## src/rtl/pc_sequencer.sv

```systemverilog
// PC register and next-PC selection for the multicycle CPU, with a circular
// return-address stack, alignment trap and EPC capture.
module pc_sequencer #(
    parameter int unsigned      WIDTH        = 32,
    parameter logic [WIDTH-1:0] RESET_VECTOR = '0,
    parameter logic [31:0]      TRAP_VECTOR  = 32'h0000_0040,
    parameter int unsigned      RAS_DEPTH    = 4
) (
    input  logic             clk,
    input  logic             rst,
    input  logic             pc_write,
    input  logic [2:0]       pc_src,
    input  logic             branch_taken,
    input  logic [15:0]      offset,
    input  logic [WIDTH-1:0] reg_target,
    input  logic [25:0]      jump_index,
    input  logic             ras_push,
    input  logic             fault_clear,
    output logic [WIDTH-1:0] pc,
    output logic [WIDTH-1:0] pc_plus4,
    output logic [WIDTH-1:0] next_pc,
    output logic [WIDTH-1:0] epc,
    output logic             align_fault,
    output logic             ras_underflow,
    output logic             ras_empty,
    output logic             ras_full
);

    localparam int unsigned      PW      = $clog2(RAS_DEPTH);
    localparam int unsigned      CW      = $clog2(RAS_DEPTH + 1);
    localparam logic [WIDTH-1:0] TRAP_PC = WIDTH'(TRAP_VECTOR);

    logic [WIDTH-1:0] pc_q, pc_d;
    logic [WIDTH-1:0] epc_q, epc_d;
    logic             align_q, align_d;
    logic             under_q, under_d;
    logic [PW-1:0]    ptr_q, ptr_d;
    logic [CW-1:0]    cnt_q, cnt_d;
    logic [WIDTH-1:0] stack_q [RAS_DEPTH];

    logic [PW-1:0]    top_idx;
    logic [PW-1:0]    wr_idx;
    logic [WIDTH-1:0] branch_target;
    logic [WIDTH-1:0] jump_target;
    logic             is_pop;
    logic             is_trap;
    logic             misaligned;
    logic             do_push;
    logic             do_pop;

    assign pc_plus4      = pc_q + WIDTH'(4);
    assign branch_target = pc_plus4 + {{(WIDTH-18){offset[15]}}, offset, 2'b00};
    assign jump_target   = {pc_plus4[WIDTH-1:28], jump_index, 2'b00};

    // ptr_q points at the next free slot; the top lives just below it
    assign top_idx   = ptr_q - PW'(1);
    assign ras_empty = (cnt_q == '0);
    assign ras_full  = (cnt_q == CW'(RAS_DEPTH));

    assign is_pop     = (pc_src == 3'b100);
    assign is_trap    = (pc_src == 3'b110);
    assign misaligned = (next_pc[1:0] != 2'b00);
    assign do_push    = pc_write & ras_push;
    assign do_pop     = pc_write & is_pop & ~ras_empty;
    // A combined push/pop replaces the popped top in place
    assign wr_idx     = do_pop ? top_idx : ptr_q;

    always_comb begin
        next_pc = pc_plus4;
        case (pc_src)
            3'b001:  next_pc = branch_taken ? branch_target : pc_plus4;
            3'b010:  next_pc = reg_target;
            3'b011:  next_pc = jump_target;
            3'b100:  next_pc = ras_empty ? pc_plus4 : stack_q[top_idx];
            3'b110:  next_pc = TRAP_PC;
            default: next_pc = pc_plus4;
        endcase
    end

    always_comb begin
        pc_d    = pc_q;
        epc_d   = epc_q;
        align_d = align_q;
        under_d = under_q;
        ptr_d   = ptr_q;
        cnt_d   = cnt_q;

        if (fault_clear) begin
            align_d = 1'b0;
            under_d = 1'b0;
        end

        if (pc_write) begin
            if (misaligned) begin
                pc_d    = TRAP_PC;
                epc_d   = next_pc;
                align_d = 1'b1;
            end else if (is_trap) begin
                pc_d  = TRAP_PC;
                epc_d = pc_q;
            end else begin
                pc_d = next_pc;
            end

            if (is_pop && ras_empty) begin
                under_d = 1'b1;
            end
        end

        case ({do_push, do_pop})
            2'b10: begin
                ptr_d = ptr_q + PW'(1);
                cnt_d = ras_full ? cnt_q : cnt_q + CW'(1);
            end
            2'b01: begin
                ptr_d = top_idx;
                cnt_d = cnt_q - CW'(1);
            end
            default: begin
                ptr_d = ptr_q;
                cnt_d = cnt_q;
            end
        endcase
    end

    always_ff @(posedge clk or posedge rst) begin
        if (rst) begin
            pc_q    <= RESET_VECTOR;
            epc_q   <= '0;
            align_q <= 1'b0;
            under_q <= 1'b0;
            ptr_q   <= '0;
            cnt_q   <= '0;
        end else begin
            pc_q    <= pc_d;
            epc_q   <= epc_d;
            align_q <= align_d;
            under_q <= under_d;
            ptr_q   <= ptr_d;
            cnt_q   <= cnt_d;
        end
    end

    // Stack storage is not reset; the count alone defines validity
    always_ff @(posedge clk) begin
        if (do_push) begin
            stack_q[wr_idx] <= pc_plus4;
        end
    end

    assign pc            = pc_q;
    assign epc           = epc_q;
    assign align_fault   = align_q;
    assign ras_underflow = under_q;

endmodule

```

## config.mk

```make
export PLATFORM = sky130hd
export DESIGN_NAME = pc_sequencer
export DESIGN_NICKNAME = d
export VERILOG_FILES = /design/src/rtl/pc_sequencer.sv
export SDC_FILE = /design/constraint.sdc
export NUM_CORES = 1
export LEC_CHECK = 0
export ABC_AREA = 1
export CAP_MARGIN = 30
export CORE_MARGIN = 8
export CORE_UTILIZATION = 49
export CTS_CLUSTER_SIZE = 16
export DETAILED_ROUTE_END_ITERATION = 10
export GPL_ROUTABILITY_DRIVEN = 1
export PLACE_DENSITY_LB_ADDON = 0.12
export SETUP_SLACK_MARGIN = 0.05
export SLEW_MARGIN = 25
export SYNTH_ARGS = -nofsm -noshare
export SYNTH_HDL_FRONTEND = slang
export SYNTH_SLANG_ARGS = --single-unit
```

## constraint.sdc

```tcl
create_clock -name clk -period 3.5 [get_ports clk]
set_input_delay 0.35 -clock clk [delete_from_list [all_inputs] [get_ports clk]]
set_output_delay 0.35 -clock clk [all_outputs]
set_load 0.01 [all_outputs]
```

==> results of run 1 <==
[worst paths after layout]
check                                             to  slack, ns  cells past startpoint
worst max-delay path                     next_pc[20]      -0.34                     20
worst min-delay path              epc[0]$_DFFE_PP0P_       0.37                      3
worst max register to register    pc[27]$_DFFE_PP0P_      -0.17                     27
worst min register to register  cnt_q[2]$_DFFE_PP0P_       0.48                      1
max in group asynchronous         pc[11]$_DFFE_PP0P_       2.58                      3
min in group clk                cnt_q[2]$_DFFE_PP0P_       0.48                      1
[state kept, by name (all words and copies together), names as in the netlist]
register,flops
epc,32
ptr_q,2
ras_underflow,1
align_fault,1
pc,32
cnt_q,3
stack_q,128
[synth_stat cells (5+ instances only)]
cell type / number / area share (%)
buf_2: 10 / 0.41
ha_1: 40 / 4.1
buf_1: 7 / 0.21
inv_1: 184 / 5.6
nand2_1: 473 / 14
nor3_1: 11 / 0.45
edfxtp_1: 128 / 31
a22oi_1: 18 / 1.1
clkbuf_1: 23 / 0.70
nor2_1: 150 / 4.6
nand4_1: 27 / 1.4
o21bai_1: 8 / 0.49
buf_4: 7 / 0.43
and2_1: 14 / 0.71
a21o_1: 6 / 0.37
o21ai_0: 62 / 2.5
a22o_1: 6 / 0.43
xor2_1: 22 / 1.6
nand3_1: 108 / 4.4
dfrtp_1: 71 / 14
a21oi_1: 71 / 2.9
o21ai_1: 8 / 0.33
o2111ai_1: 5 / 0.36
inv_2: 9 / 0.28
o22ai_1: 53 / 2.7
[report_power, final]
| part | leakage, nW | switching, W | internal [W] |
|---|---|---|---|
| clock | 0.292 | 0.00114 | 0.000979 |
| sequential | 2.09 | 0.000277 | 0.00308 |
| combinational | 6.41 | 0.00403 | 0.00327 |
| total | 8.79 | 0.00544 | 0.00733 |
[through the flow]
step                      hold WS, ns  std cells
after global placement         0.4556       2331
after detailed placement       0.4611       2331
after CTS                      0.4763       2422
final                          0.3679       2446
after floorplan                0.4416       1573
after global routing           0.4918       2446
[layer usage]
| layer | routed length, um | up-vias |
|---|---|---|
| met1 | 19890 | 6588 |
| met2 | 25240 | 705 |
| met4 | 4159 | 0 |
| li1 | - | 6311 |
| met5 | 0 | - |
| met3 | 3586 | 214 |
[cell usage in the layout, fill, tap and decap left out, drive strengths merged, types with 71 or more instances in the layout]
cell,synthesis,routed
nand2,477,477
buf,24,367
inv,193,199
clkdlybuf4s50,0,186
nor2,155,155
edfxtp,128,128
nand3,111,111
dfrtp,71,71
o21ai,71,71
a21oi,71,71
[area by class of cell]
cell class,instances,area share (%)
Inverter,194,3.800
Timing Repair Buffer,558,24.76
Tap cell,330,2.115
Sequential cell,199,28.82
Clock inverter,14,0.9100
Clock buffer,18,2.198
Multi-Input combinational cell,1133,37.39
[logic make-up (layout without fill, tap and decap cells)]
| family | after synthesis | after routing | share of synthesized area, % |
|---|---|---|---|
| buffers and inverters | 241 | 784 | 7.699 |
| adders and majority gates | 42 | 42 | 4.411 |
| xor gates and xnor gates | 26 | 26 | 1.858 |
| AOI/OAI and AO/OA | 261 | 261 | 12.83 |
| muxes | 1 | 1 | 0.08169 |
| and+or+nand+nor | 803 | 803 | 27.25 |
| DFF | 199 | 199 | 45.86 |
[critical path, stage by stage, from the launching register on]
cell and delay [ns]:
dfrtp_1 0.42, ha_2 0.21, nand2_2 0.09, nor2_4 0.06, buf_4 0.14, buf_4 0.13, buf_6 0.12, xor2_4 0.16
ha_4 0.31, nand2_2 0.08, nor3_2 0.15, buf_4 0.17, nand3_2 0.07, nand3_2 0.10, buf_6 0.12, nand2_4 0.04
nand3_2 0.09, nand2_1 0.06, o21bai_1 0.21, nand3_1 0.15, buf_2 0.17
[what timing repair did]
action / 4_1_cts / 5_1_grt
endpoints found under the setup margin: 42 / 37
pin swaps: 82 / 87
setup buffers: 60 / 24
gates resized for setup: 377 / 140
==> reports/qor.csv, run 1 <==
stage,metric,value,unit
detailed_routing,TritonRoute pass-1 iters,6,
hold_path,Hold WC Path Type,primary input to async pin,
sta,Clock Skew,0.02353,ns
place,Final Wtd Congestion,0.9923,
synthesis,Syn Nets,1698,
synthesis,Async SR Flop Fraction,35.68,%
synthesis,post-synthesis cell type count,48,
sta,minimum clock period,3.839,ns
power_and_ir_drop,total power,0.01278,W
place,placed cell areas,16640,um^2
grt,initial antenna violation count,0,
cts,Clock transition at path regs,0.09,ns
die,I/O pins,215,
layout,P&R area growth vs syn,59.33,%
setup_path,"Req. time, crit path",3.15,ns
detailed_routing,ANT nets after route,0,
layout,Fillers,1711,
grt,GRT overflow,0,
die,row count,58,
layout,nets@finish,2228,
synthesis,Syn Area/Cell,7.790,um^2
cts,"Clk Latency, worst-skew pair",0.46,ns
cts,hold_buf cts,0,
grt,first-pass GRT wire length,78890,um
place,DP HPWL,37890,um
synthesis,Most used DFF post-synth,edfxtp_1,
die,Core Area,24890,um^2
sta,Final WS setup,-0.3388,ns
power_and_ir_drop,Pleak,8.788,nW
detailed_routing,routed length per instance,21.62,um
sta,Setup TNS,-6.062,ns
sta,final-report setup violation count,28,
power_and_ir_drop,Peak VDD IR,446.0,uV
die,Die Span Y,174.1,um
grt,grt met1 use,38.89,%
synthesis,post-synthesis cell area,12250,um^2
layout,layout cells sized above 1,34.36,%
layout,multi-input logic area,7301,um^2
synthesis,Yosys reg bits,199,
detailed_routing,total wire length,52880,um
sta,fmax,260.5,MHz
grt,largest net degree at the start of global routing,72,
setup_path,reg2reg start,pc[2]$_DFFE_PP0P_,
setup_path,Crit Path Max Fanout,4,
run_status,failing checks,setup timing,
power_and_ir_drop,Pwr per Cell Area,654.3,nW/um^2
cts,CTS tree,yes,
detailed_routing,Via Count,13818,
setup_path,crit path kind,flip-flop to primary output,
cts,root buf cell,clkbuf_16,
layout,final core utilization,78.44,%
layout,Storage cell area,5628,um^2
setup_path,CP Capture Type,primary output,
die,DIE AREA,30320,um^2
synthesis,sequential-to-total area share from yosys stat,45.86,%
die,Starting Density,49.23,%
detailed_routing,Iter 0 DRT Violations,1345,
grt,vias in the first global route,14046,
detailed_routing,via/cell ratio,5.649,
sta,Slew headroom,51.58,%
cts,clk buf depth,2,
sta,Fin. Hold Viols,0,
setup_path,Worst EP arrival,3.49,ns
run_status,status,finished with violations,
grt,grt met2 use,56.20,%
setup_path,CP startpoint kind,flip-flop,
setup_path,Critical path origin,pc[2]$_DFFE_PP0P_,
cts,CTS buffer count,17,
synthesis,Yosys warning total,0,
grt,gr usage total,33.44,%
cts,clk sinks,199,
die,die width,174.1,um
sta,Max Slew Vio Count,0,
detailed_routing,drt drc,0,
flow_run,MaxCap Viol Count,0,
layout,ANT cells,0,
sta,RSZ-0062 raised after global routing,true,
layout,final instance area,19530,um^2
sta,Slew @ Worst Pin,0.7264,ns
synthesis,post-synthesis cell count,1573,
cts,H-tree Lvls,4,
grt,met3 Use GR,5.663,%
place,I/O Buffers,214,
grt,gr busiest metal,met2,
sta,Tcrit/Tclk final,109.7,%
place,dpl ws,-0.5842,ns
synthesis,number of synthesized flops with an enable pin,128,
No activity file was read; power rests on OpenSTA's default activity.
==> inputs of run 2 (changes only) <==
--- a/config.mk
+++ b/config.mk
@@ -12,6 +12,7 @@
 export CTS_CLUSTER_SIZE = 16
 export DETAILED_ROUTE_END_ITERATION = 10
 export GPL_ROUTABILITY_DRIVEN = 1
+export GPL_TIMING_DRIVEN = 0
 export PLACE_DENSITY_LB_ADDON = 0.12
 export SETUP_SLACK_MARGIN = 0.05
 export SLEW_MARGIN = 25
==> run 2 against run 1 <==
The run still ends with setup timing left; sequential cell count unchanged; largest cell class unchanged; via count up 2.2%; power up 0.17%; critical path type unchanged; final cell count down 4.6%; non-clock buffer count down 112; register-to-register slack worse by 0.23 ns; fmax down 4.4%; sequential share of layout area up 0.16 points; worst setup slack worse by 0.18 ns; sequential power up 2%; combinational power up 2%; clock skew down 0.0064 ns.
==> reports/qor.csv, run 2 (synthesized netlist as in run 1, its figures left out) <==
stage,metric,value,unit,change
layout,layout cells sized above 1,33.73,%,was 34.36%
cts,Clock transition at path regs,0.09,ns,about the same
sta,Max Slew Vio Count,0,,unchanged
die,Core Area,24890,um^2,unchanged
power_and_ir_drop,Pwr per Cell Area,658.1,nW/um^2,was 654.3 nW/um^2
die,row count,58,,unchanged
sta,RSZ-0062 raised after global routing,true,,unchanged
flow_run,MaxCap Viol Count,0,,unchanged
setup_path,Crit Path Max Fanout,4,,unchanged
setup_path,worst-path cell chain,"ha_4, nand2_4, nor2_4, inv_2, nor2_4, buf_6, xor2_4, ha_4, nand2_4, inv_1, nand2_1, nand2_2, nand2_2, nand3_4, nand3_2, nand2_1, nand2_1, nand3_2, nand2_2, nand3_2, buf_6",,"was ha_2, nand2_2, nor2_4, buf_4, buf_4, buf_6, xor2_4, ha_4, nand2_2, nor3_2, buf_4, nand3_2, nand3_2, buf_6, nand2_4, nand3_2, nand2_1, o21bai_1, nand3_1, buf_2"
cts,"Clk Latency, worst-skew pair",0.47,ns,was 0.46 ns
layout,P&R area growth vs syn,58.69,%,was 59.33%
sta,Slew headroom,35.82,%,was 51.58%
layout,most flop-heavy register,stack_q,,unchanged
cts,root buf cell,clkbuf_16,,unchanged
cts,hold_buf cts,0,,unchanged
power_and_ir_drop,Pleak,8.343,nW,was 8.788 nW
layout,ANT cells,0,,unchanged
cts,clk sinks,199,,unchanged
hold_path,Hold WC Path Type,primary input to async pin,,unchanged
detailed_routing,TritonRoute pass-1 iters,6,,unchanged
detailed_routing,Iter 0 DRT Violations,1823,,was 1345
grt,GRT overflow,0,,unchanged
place,Final Wtd Congestion,0.9483,,was 0.9923
die,die width,174.1,um,unchanged
setup_path,"Req. time, crit path",3.15,ns,about the same
setup_path,CP startpoint kind,flip-flop,,unchanged
detailed_routing,total wire length,57920,um,was 52880 um
grt,gr usage total,35.43,%,was 33.44%
sta,Final WS setup,-0.5144,ns,was -0.3388 ns
layout,nets@finish,2116,,was 2228
die,Die Span Y,174.1,um,unchanged
grt,first-pass GRT wire length,81210,um,was 78890 um
cts,CTS tree,yes,,unchanged
layout,most frequent cells in the layout,"nand2_1, clkdlybuf4s50_1, inv_1, buf_4, edfxtp_1",,"was nand2_1, buf_4, clkdlybuf4s50_1, inv_1, edfxtp_1"
setup_path,crit path kind,flip-flop to primary output,,unchanged
place,DP HPWL,38440,um,was 37890 um
setup_path,CP max-delay cell,dfrtp_2,,was dfrtp_1
grt,largest net degree at the start of global routing,51,,was 72
grt,initial antenna violation count,0,,unchanged
setup_path,Worst EP arrival,3.66,ns,was 3.49 ns
setup_path,CP Capture Type,primary output,,unchanged
detailed_routing,drt drc,0,,unchanged
layout,number of flip-flops under the largest register name,128,,unchanged
sta,minimum clock period,4.014,ns,was 3.839 ns
run_status,status,finished with violations,,unchanged
sta,Slew @ Worst Pin,0.9628,ns,was 0.7264 ns
cts,clk buf depth,2,,unchanged
detailed_routing,ANT nets after route,0,,unchanged
sta,fmax,249.1,MHz,was 260.5 MHz
layout,Fillers,1630,,was 1711
setup_path,worst reg2reg setup slack,-0.40,ns,was -0.17 ns
die,DIE AREA,30320,um^2,unchanged
sta,Fin. Hold Viols,0,,unchanged
sta,Setup TNS,-10.96,ns,was -6.062 ns
place,I/O Buffers,213,,was 214
place,dpl ws,-1.741,ns,was -0.5842 ns
cts,H-tree Lvls,4,,unchanged
cts,CTS buffer count,17,,unchanged
sta,final-report setup violation count,32,,was 28
die,I/O pins,215,,unchanged
die,Starting Density,49.23,%,unchanged
run_status,failing checks,setup timing,,unchanged
sta,Clock Skew,0.01718,ns,was 0.02353 ns
setup_path,critical path's largest stage delay,0.45,ns,was 0.42 ns
detailed_routing,Via Count,14119,,was 13.82k
detailed_routing,via/cell ratio,6.049,,was 5.649
detailed_routing,routed length per instance,24.82,um,was 21.62 um
grt,vias in the first global route,13386,,was 14.05k
sta,Tcrit/Tclk final,114.7,%,was 109.7%
power_and_ir_drop,Peak VDD IR,405.8,uV,was 446.0 uV
layout,final core utilization,78.12,%,was 78.44%
layout,"commonest non-fill, non-tap cell in the layout",nand2_1,,unchanged
[run 2: cell types whose count changed in the layout (fill, tap and decap cells not counted), sizes merged]
cell	before	now
clkbuf	20	42
clkinv	9	7
clkdlybuf4s15	1	2
buf	367	235
clkdlybuf4s50	186	182
inv	199	194
clkinvlp	0	7
dlymetal6s2s	1	2
[run 2: critical path, delay by kind of cell (launching register included)]
| family | cells | cell delay [ns] |
|---|---|---|
| XOR/XNOR | 1 | 0.28 |
| buffers and inverters | 4 | 0.45 |
| flip-flops | 1 | 0.45 |
| adder cells (fa/ha/maj) | 2 | 0.47 |
| AND/OR/NAND/NOR | 14 | 1.54 |
[run 2: per-layer routing]
metal	up-vias	global-route usage (%)	share of wire [%]
met5	-	0	0
met2	1080	56.87	46
met1	6659	43.02	36
li1	6108	-	-
met4	0	21.70	7.5
met3	272	7.811	11
[run 2: area by class of cell]
type                    instances  area, um^2  area share, %
clock inverters                14       140.1         0.7206
multi-input cells            1133        7920          40.73
plain buffers                  47       221.5          1.139
clock buffers                  18       429.2          2.207
repair buffers                399        3901          20.06
well taps                     330       412.9          2.123
inverters                     194       785.8          4.041
flip-flops and latches        199        5635          28.98
[run 2: per-stage QoR]
step	instance area, um^2	power [W]	instances	hold WS (ns)
6_report	19450	0.01280	2334	0.2071
5_1_grt	19450	0.01326	2334	0.2337
4_1_cts	18340	0.01191	2277	0.2125
3_5_place_dp	14980	0.008584	2123	0.4619
3_3_place_gp	14800	0.008473	2116	0.4555
2_1_floorplan	12250	0.006137	1573	0.4416
[run 2: path summary, 6_finish.rpt]
kind / to / cells after the start / startpoint
max: next_pc[30] / 21 / pc[2]$_DFFE_PP0P_
min: epc[1]$_DFFE_PP0P_ / 2 / rst
max reg2reg: pc[30]$_DFFE_PP0P_ / 27 / pc[2]$_DFFE_PP0P_
min reg2reg: cnt_q[2]$_DFFE_PP0P_ / 1 / cnt_q[2]$_DFFE_PP0P_
max in group asynchronous: pc[15]$_DFFE_PP0P_ / 3 / rst
min in group clk: cnt_q[2]$_DFFE_PP0P_ / 1 / cnt_q[2]$_DFFE_PP0P_
[run 2: report_power, final]
group / switching (W) / leakage (nW) / internal (W) / total, W
clock network: 0.00103 / 0.266 / 0.000944 / 0.00197
logic: 0.00434 / 6.00 / 0.00307 / 0.00741
registers: 0.000327 / 2.08 / 0.00309 / 0.00342
total: 0.00570 / 8.34 / 0.00710 / 0.0128
[run 2: repair_timing]
| action | CTS | global route |
|---|---|---|
| buffers inserted | 134 | 64 |
| hold endpoints to repair | 0 | 0 |
| resized for setup | 549 | 167 |
| endpoints found under the setup margin | 111 | 70 |
| cloned | 0 | 0 |
| pin swaps | 125 | 142 |
